<file path="src/rtl/sys_array_ctrl.sv">
// Sequencer for an ARRAY_SIZE x ARRAY_SIZE systolic cell grid: weight load, skewed input
// feed, pipeline drain and a one-cycle done pulse. Drives control and index signals only.
module sys_array_ctrl #(
   parameter int unsigned ARRAY_SIZE = 4,
   parameter int unsigned CNT_W      = 8,
   parameter int unsigned PIPE_LAT   = 2 * ARRAY_SIZE - 1
) (
   input  logic                          clk,
   input  logic                          reset,
   input  logic                          start,
   input  logic                          abort,
   input  logic [CNT_W-1:0]              num_vec,
   output logic                          weight_load,
   output logic [$clog2(ARRAY_SIZE)-1:0] weight_row,
   output logic                          in_rd_en,
   output logic [CNT_W-1:0]              in_vec_idx,
   output logic [ARRAY_SIZE-1:0]         skew_en,
   output logic                          out_valid,
   output logic [CNT_W-1:0]              out_vec_idx,
   output logic                          busy,
   output logic                          done
);

   localparam int unsigned RowW = $clog2(ARRAY_SIZE);
   localparam int unsigned PhW  = $clog2(PIPE_LAT + 1);

   typedef enum logic [2:0] {
      StIdle, StLoadW, StSettle, StFeed, StDrain, StDone
   } state_e;

   state_e           state_q, state_d;
   logic [PhW-1:0]   ph_q, ph_d;
   logic [CNT_W-1:0] vec_q, vec_d;
   logic [CNT_W-1:0] num_q, num_d;
   logic             accept;
   logic             flush;

   logic [PIPE_LAT-1:0] rd_pipe_q;
   logic [CNT_W-1:0]    idx_pipe_q [PIPE_LAT];

   // abort beats start in IDLE; abort outside IDLE cancels the job and empties the pipes
   assign accept = (state_q == StIdle) && start && !abort;
   assign flush  = (state_q != StIdle) && abort;

   always_ff @(posedge clk) begin
      if (reset) begin
         state_q <= StIdle;
         ph_q    <= '0;
         vec_q   <= '0;
         num_q   <= '0;
      end else begin
         state_q <= state_d;
         ph_q    <= ph_d;
         vec_q   <= vec_d;
         num_q   <= num_d;
      end
   end

   always_comb begin
      state_d = state_q;
      ph_d    = ph_q;
      vec_d   = vec_q;
      num_d   = num_q;
      unique case (state_q)
         StIdle: begin
            if (accept) begin
               state_d = StLoadW;
               ph_d    = '0;
               num_d   = num_vec;
            end
         end
         StLoadW: begin
            if (ph_q == PhW'(ARRAY_SIZE - 1)) begin
               state_d = StSettle;
               ph_d    = '0;
            end else begin
               ph_d = ph_q + PhW'(1);
            end
         end
         StSettle: begin
            vec_d   = '0;
            state_d = (num_q == '0) ? StDone : StFeed;
         end
         StFeed: begin
            if (vec_q == num_q - CNT_W'(1)) begin
               state_d = StDrain;
               ph_d    = '0;
            end else begin
               vec_d = vec_q + CNT_W'(1);
            end
         end
         StDrain: begin
            if (ph_q == PhW'(PIPE_LAT - 1)) begin
               state_d = StDone;
            end else begin
               ph_d = ph_q + PhW'(1);
            end
         end
         StDone:  state_d = StIdle;
         default: state_d = StIdle;
      endcase
      if (flush) begin
         state_d = StIdle;
         ph_d    = '0;
         vec_d   = '0;
      end
   end

   always_comb begin
      weight_load = (state_q == StLoadW);
      weight_row  = weight_load ? ph_q[RowW-1:0] : '0;
      in_rd_en    = (state_q == StFeed);
      in_vec_idx  = in_rd_en ? vec_q : '0;
      busy        = (state_q != StIdle);
      done        = (state_q == StDone);
   end

   // Tap k of the delay line holds in_rd_en / in_vec_idx from k+1 cycles ago
   always_ff @(posedge clk) begin
      if (reset || flush) begin
         rd_pipe_q <= '0;
         for (int i = 0; i < PIPE_LAT; i++) begin
            idx_pipe_q[i] <= '0;
         end
      end else begin
         rd_pipe_q     <= {rd_pipe_q[PIPE_LAT-2:0], in_rd_en};
         idx_pipe_q[0] <= in_vec_idx;
         for (int i = 1; i < PIPE_LAT; i++) begin
            idx_pipe_q[i] <= idx_pipe_q[i-1];
         end
      end
   end

   assign skew_en     = {rd_pipe_q[ARRAY_SIZE-2:0], in_rd_en};
   assign out_valid   = rd_pipe_q[PIPE_LAT-1];
   assign out_vec_idx = idx_pipe_q[PIPE_LAT-1];

endmodule
</file>
<file path="config.mk">
export PLATFORM = sky130hd
export DESIGN_NAME = sys_array_ctrl
export DESIGN_NICKNAME = d
export VERILOG_FILES = /design/src/rtl/sys_array_ctrl.sv
export SDC_FILE = /design/constraint.sdc
export NUM_CORES = 1
export LEC_CHECK = 0
export ABC_CLOCK_PERIOD_IN_PS = 4700
export CAP_MARGIN = 20
export CORE_MARGIN = 5
export CORE_UTILIZATION = 55
export DETAILED_ROUTE_END_ITERATION = 12
export PLACE_DENSITY = 0.79
export SYNTH_ARGS = -nofsm -noshare
export SYNTH_HDL_FRONTEND = slang
export SYNTH_SLANG_ARGS = --single-unit
</file>
<file path="constraint.sdc">
create_clock -name clk -period 4.7 [get_ports clk]
set_clock_uncertainty 0.2 [all_clocks]
set_input_delay 1.175 -clock clk [delete_from_list [all_inputs] [get_ports clk]]
set_output_delay 1.175 -clock clk [all_outputs]
set_load 0.05 [all_outputs]
</file>
==> metrics.md, run 1 <==
| Metric | Value |
|---|---|
| Synth Register Bits | 85 |
| Die height | 87.47 um |
| Actual slew at the worst max-slew pin | 659.4 ps |
| Number of flops mapped to enable cells by yosys | 0 |
| Post-CTS Resized | 0 |
| Non-filler cells, final | 448 |
| CTS tree | yes |
| Flop pwr share | 56.3% |
| Clock network power share | 36.5% |
| Bufs and invs on worst path | 1 |
| Initial DRT Pass Iterations | 4 |
| CP required | 3320 ps |
| Wirelength per Cell | 12.93 um |
| TNS Setup | 0 ps |
| P_sw | 0.3335 mW |
| RSZ-0062 raised after global routing | false |
| Commonest cells after routing, fill and taps aside | dfxtp_1 (85), and2_1 (61), clkdlybuf4s50_1 (38), nor2_1 (23), nand2_1 (19) |
| CP max FO | 18 |
| H-tree levels | 3 |
| Largest family of logic cells by synthesized area | simple AND/OR/NAND/NOR gates |
| CTS Buf Count | 9 |
| Post-synthesis simple-gate area fraction | 27.03% |
| Relative slew slack | 55.95% |
| N_diodes | 0 |
| Area delta synth->final | 17.17% |
| CORE AREA | 0.005886 mm^2 |
| Clock root cell | clkbuf_8 |
| Post-DP HPWL | 3951 um |
| Ys async rst share | 0% |
| Synth unique cells | 48 |
| Largest net degree at the start of global routing | 66 |
| Most common cell after layout, fill and taps aside | dfxtp_1 |
| Antenna violations before repair | 0 |
| Slowest-stage cell, CP | clkdlybuf4s50_1 |
| I/O Pins | 39 |
| Routed vias/inst | 5.138 |
| CTS sink count | 85 |
| Fill count | 497 |
| Mapped Nets | 360 |
| Max-cap violations | 0 |
| Max Slew Vio Count | 0 |
| Mux share of post-synthesis cell area | 2.729% |
| Die area | 0.007650 mm^2 |
| Hold Violations, Final | 0 |
| Leakage power | 1.603 nW |
| Post-Synth Adder-Cell Area | 2.654% |
| Critical path type | reg2out |
| Peak VDD IR | 0.2421 mV |
| Setup crit end kind | output pin |
| Post-Syn Instances | 341 |
| Worst-case clock buffer depth | 2 |
| Hold buffer count at CTS | 0 |
| Crit-path max cell delay | 810 ps |
| Sequential element share of the synthesized area | 51.55% |
| HP Class | reg2reg |
| Status | finished clean |
| Power density over the cells | 339.2 mW/mm^2 |
| CTS clk-pin slew, worst paths | 90 ps |
| Die X | 87.47 um |
| Post-synthesis xor/xnor area fraction | 2.919% |
| First DRT Iteration DRCs | 65 |
| Nets@finish | 387 |
| Drt drc | 0 |
| Overflow after GRT | 0 |
| Number of buffers added on ports | 38 |
| Total Routed Length | 5792 um |
| Combinational Power Share | 7.2% |
| Total GRT Usage | 16.43% |
| Switching Share | 25.43% |
| Starting Density | 56.08% |
| Total number of vias | 2,302 |
| Max frequency | 245.2 MHz |
| Minimum clock period | 4078 ps |
| Cell Rows | 28 |
| P_int | 0.9783 mW |
| Synthesized cell area | 0.003301 mm^2 |
| Main flop type after synthesis | dfxtp_1 |
| Synth Area in Compound Gates | 8.529% |
| Final worst-path cycle share | 86.76% |
| Inst Count DP | 432 |
| First-pass GRT wire length | 9853 um |
| Post-DRT Antenna Nets | 0 |
| Footprint of the multi-input gates | 0.001459 mm^2 |
| Critical Path Start Type | flop |
| Setup repair bufs after CTS | 0 |
| Worst path arrival time | 2700 ps |
| Yosys warning count | 0 |
| Endpoints failing setup | 0 |
| Vias in the first global route | 2,221 |
| RD Place Congestion | 0.7964 |
| Cell chain of the critical path | nor2b_1 -> and3_1 -> clkdlybuf4s50_1 |
| CP delay by family, top | simple AND/OR/NAND/NOR gates |
| Share of cells above drive strength 1 | 7.775% |
| Mean Syn Cell Area | 9.679 um^2 |
| Seq. cell area | 0.001702 mm^2 |
| Skew-Pair Late Insertion Delay | 360 ps |
metal layers:
metal,share of wire (%),track usage (%),up-vias
met5,0,0,-
met3,5.0,4.257,11
met4,1.9,6.834,0
li1,-,-,1190
met1,45,18.88,1047
met2,48,28.70,54
sequential cells by signal, indices dropped and copies added, names as in the netlist:
name        count
ph_q            3
idx_pipe_q     56
num_q           8
rd_pipe_q       7
vec_q           8
state_q         3
worst paths after layout:
| check | start | end | slack, ps | depth (start not counted) |
|---|---|---|---|---|
| hold / removal | idx_pipe_q[2][0] | idx_pipe_q[3][0] | 230 | 1 |
| setup reg to reg | num_q[0] | ph_q[0] | 1930 | 9 |
| hold reg to reg | idx_pipe_q[2][0] | idx_pipe_q[3][0] | 230 | 1 |
| setup / recovery | state_q[1] | in_vec_idx[0] | 620 | 3 |
power by group through the flow:
stage / sequential [mW] / clock (mW) / combinational [mW]
detailed placement: 0.756 / 0 / 0.0938
CTS: 0.739 / 0.489 / 0.0942
global route: 0.740 / 0.520 / 0.106
finish: 0.739 / 0.479 / 0.0940
global placement: 0.755 / 0 / 0.0920
floorplan: 0.753 / 0 / 0.0694
area by class of cell:
| type | instances | area share (%) |
|---|---|---|
| multi-input cells | 224 | 37.72 |
| flip-flops and latches | 85 | 44.00 |
| repair buffers | 41 | 10.42 |
| well taps | 75 | 2.426 |
| clock buffers | 10 | 3.559 |
| inverters | 7 | 0.6794 |
| clock inverters | 6 | 1.197 |
cell usage after synthesis (3+ instances only):
cell       n  share of area [%]
a211oi_1   5                1.1
clkbuf_1  17                1.9
and3_1    17                3.2
xnor2_1    7                1.9
mux2i_1    9                2.7
a21oi_1   14                2.1
nor2b_1    6                1.1
inv_1      7               0.80
dfxtp_1   85                 52
ha_1       7                2.7
nand2_1   19                2.2
and2_1    61                 12
nor3_1     4               0.61
xor2_1     4                1.1
nor2_1    23                2.6
o21ai_1    4               0.61
nand3_1    5               0.76
a31oi_1    3               0.57
or3_1      5               0.95
buf_4      5                1.1
cell families after synthesis:
| group | after synthesis |
|---|---|
| simple gates | 155 |
| fa+ha+maj | 7 |
| mux | 9 |
| buf+inv | 32 |
| compound gates | 42 |
| flops | 85 |
| xor+xnor | 11 |
metrics by stage:
stage               utilization, %  area, um^2  hold WS (ps)  worst slack [ps]  power [mW]
global placement             62.59        3684         207.4              1054      0.8472
global route                 65.71        3867         240.5             470.3       1.366
floorplan                        -        3301         205.7              1324      0.8227
CTS                          65.71        3867         229.2             616.5       1.322
finish                       65.71        3867         229.3             622.5       1.312
detailed placement           62.59        3684         209.7              1023      0.8495
No activity file was read; power rests on OpenSTA's default activity.
==> run 2: changes to the inputs <==
--- a/config.mk
+++ b/config.mk
@@ -7,10 +7,9 @@
 export LEC_CHECK = 0
 export ABC_CLOCK_PERIOD_IN_PS = 4700
 export CAP_MARGIN = 20
-export CORE_MARGIN = 5
 export CORE_UTILIZATION = 55
 export DETAILED_ROUTE_END_ITERATION = 12
-export PLACE_DENSITY = 0.79
+export PLACE_DENSITY = 0.8
 export SYNTH_ARGS = -nofsm -noshare
 export SYNTH_HDL_FRONTEND = slang
 export SYNTH_SLANG_ARGS = --single-unit
==> run 2 against run 1 <==
Compared with the run above:
- register-to-register slack worse by 30 ps
- sequential power hardly changed
- sequential share of layout area hardly changed
- hold slack worse by 5.0 ps
- flip-flop and latch count stayed put
- die area is 17% lower
- total power is 3.5% higher
- first-iteration DRC count is 40% higher
- critical endpoint is now in_rd_en
==> metrics.md, run 2 (synthesis results as in run 1) <==
| Metric | Value |
|---|---|
| Antenna violations before repair | 0 (unchanged) |
| CP required | 3320 ps (about the same) |
| CTS tree | yes |
| Combinational Power Share | 6.7% (-0.5 points) |
| HP Class | reg2reg |
| Skew-Pair Late Insertion Delay | 350 ps (about the same) |
| Number of buffers added on ports | 38 (unchanged) |
| Max reg flops | 56 (unchanged) |
| H-tree levels | 3 (unchanged) |
| Worst path arrival time | 2900 ps (+200 ps) |
| CTS clk-pin slew, worst paths | 90 ps (about the same) |
| Seq. cell area | 0.001702 mm^2 (unchanged) |
| Crit Reg-Reg Startpoint | num_q[0] |
| Commonest cells after routing, fill and taps aside | dfxtp_1 (85), and2_1 (61), clkdlybuf4s50_1 (38), nor2_1 (23), nand2_1 (19) |
| Largest regs | idx_pipe_q: 56 flops, num_q: 8 flops, vec_q: 8 flops |
| Vias in the first global route | 2,204 (-0.77%) |
| Actual slew at the worst max-slew pin | 674.6 ps (+15.18 ps) |
| Max Slew Vio Count | 0 (unchanged) |
| Critical path type | reg2out |
| RSZ-0062 raised after global routing | false |
| R2R cell count | 9 (unchanged) |
| Post-place setup slack | 844.0 ps (-179.4 ps) |
| Worst reg2reg endpoint | vec_q[6] |
| Total number of vias | 2,344 (+1.8%) |
| N_diodes | 0 (unchanged) |
| Leakage power | 1.610 nW (+0.41%) |
| Minimum clock period | 4277 ps (+199.2 ps) |
| Starting Density | 58.51% (+2.4 points) |
| Final worst-path cycle share | 90.99% (+4.2 points) |
| First-pass GRT wire length | 9363 um (-5.0%) |
| Hold slack | 224.3 ps (-4.977 ps) |
| Nets@finish | 385 (-0.52%) |
| Die height | 79.47 um (-9.1%) |
| Relative slew slack | 54.97% (-0.98 points) |
| R2R Setup Slk | 1900 ps (-30 ps) |
| P_sw | 0.3348 mW (+0.37%) |
| Drt drc | 0 (unchanged) |
| Hold Violations, Final | 0 (unchanged) |
| Post-CTS Resized | 0 (unchanged) |
| CP max FO | 18 (unchanged) |
| Setup repair bufs after CTS | 0 (unchanged) |
| CTS sink count | 85 (unchanged) |
| Critical Path Source | state_q[1] |
| Layout Utilization | 68.60% (+2.9 points) |
| Total Routed Length | 5485 um (-5.3%) |
| CORE AREA | 0.005642 mm^2 (-4.1%) |
| Share of cells above drive strength 1 | 7.278% (-0.50 points) |
| Routed vias/inst | 5.291 (+3.0%) |
| Endpoints failing setup | 0 (unchanged) |
| Clock network power share | 38.8% (+2.3 points) |
| Critical Path Start Type | flop |
| First DRT Iteration DRCs | 91 (+40%) |
| Flop pwr share | 54.6% (-1.7 points) |
| Overflow after GRT | 0 (unchanged) |
| Hold buffer count at CTS | 0 (unchanged) |
| Footprint of the multi-input gates | 0.001459 mm^2 (unchanged) |
| P_int | 1.023 mW (+4.5%) |
| Area delta synth->final | 17.25% (about the same) |
| Wirelength per Cell | 12.38 um (-4.2%) |
| Die area | 0.006315 mm^2 (-17%) |
| Power density over the cells | 350.8 mW/mm^2 (+3.4%) |
| Switching Share | 24.66% (-0.76 points) |
| Worst-case clock buffer depth | 2 (unchanged) |
| Crit path to | in_rd_en |
| Most flops, register | idx_pipe_q |
| Post-DP HPWL | 3710 um (-6.1%) |
| Clock root cell | clkbuf_8 |
| Setup crit end kind | output pin |
| Most common cell after layout, fill and taps aside | dfxtp_1 |
| CTS Buf Count | 9 (unchanged) |
| Die X | 79.47 um (-9.1%) |
| Fill count | 456 (-8.2%) |
| Peak VDD IR | 0.1986 mV (-18%) |
| Post-DRT Antenna Nets | 0 (unchanged) |
| RD Place Congestion | 0.8313 (+4.4%) |
| Max-cap violations | 0 (unchanged) |
| Status | finished clean |
| Final WS setup | 423.3 ps (-199.2 ps) |
| Total GRT Usage | 19.17% (+2.7 points) |
| I/O Pins | 39 (unchanged) |
| TNS Setup | 0 ps (unchanged) |
| Largest net degree at the start of global routing | 63 (-4.5%) |
| Cell Rows | 27 (-3.6%) |
| Initial DRT Pass Iterations | 5 (+1) |
| Max frequency | 233.8 MHz (-4.7%) |
[run 2: power groups by stage]
stage / logic, mW / clock network [mW] / registers [mW]
5_1_grt: 0.101 / 0.574 / 0.743
3_5_place_dp: 0.0908 / 0 / 0.757
4_1_cts: 0.0914 / 0.537 / 0.740
3_3_place_gp: 0.0880 / 0 / 0.757
2_1_floorplan: 0.0694 / 0 / 0.753
6_report: 0.0907 / 0.526 / 0.741
[run 2: how the worst min path moves through the flow]
| stage | from | to | slack, ps | cells past startpoint |
|---|---|---|---|---|
| after CTS | idx_pipe_q[3][7] | idx_pipe_q[4][7] | 230 | 1 |
| after global placement | idx_pipe_q[4][5] | idx_pipe_q[5][5] | 210 | 1 |
| after global routing | idx_pipe_q[4][6] | idx_pipe_q[5][6] | 240 | 1 |
| final | idx_pipe_q[3][7] | idx_pipe_q[4][7] | 220 | 1 |
| after floorplan | idx_pipe_q[0][0] | idx_pipe_q[1][0] | 210 | 1 |
| after detailed placement | idx_pipe_q[3][7] | idx_pipe_q[4][7] | 210 | 1 |
[run 2: routing by layer]
layer | up-vias | track usage [%] | part of all wire [%]
met2 | 55 | 34.19 | 52
met3 | 4 | 6.971 | 4.7
met1 | 1104 | 20.85 | 43
met5 | - | 0 | 0
li1 | 1181 | - | -
met4 | 0 | 6.182 | 0.57
[run 2: final cells by class]
| type | count | area share [%] |
|---|---|---|
| flip-flops and latches | 85 | 43.97 |
| multi-input cells | 224 | 37.70 |
| repair buffers | 39 | 10.02 |
| clock buffers | 9 | 3.201 |
| well taps | 72 | 2.328 |
| clock inverters | 7 | 2.102 |
| inverters | 7 | 0.6790 |
[run 2: through the flow]
| step | instances | total power [mW] | cell area (um^2) |
|---|---|---|---|
| detailed placement | 427 | 0.8479 | 3665 |
| floorplan | 341 | 0.8227 | 3301 |
| CTS | 443 | 1.369 | 3870 |
| global placement | 427 | 0.8452 | 3665 |
| finish | 443 | 1.358 | 3870 |
| global route | 443 | 1.418 | 3870 |
[run 2: worst max-delay path, stage by stage (launching register included)]
cell             delay, ps
dfxtp_1                650
nor2b_1                560
and2_1                 450
clkdlybuf4s50_1        890
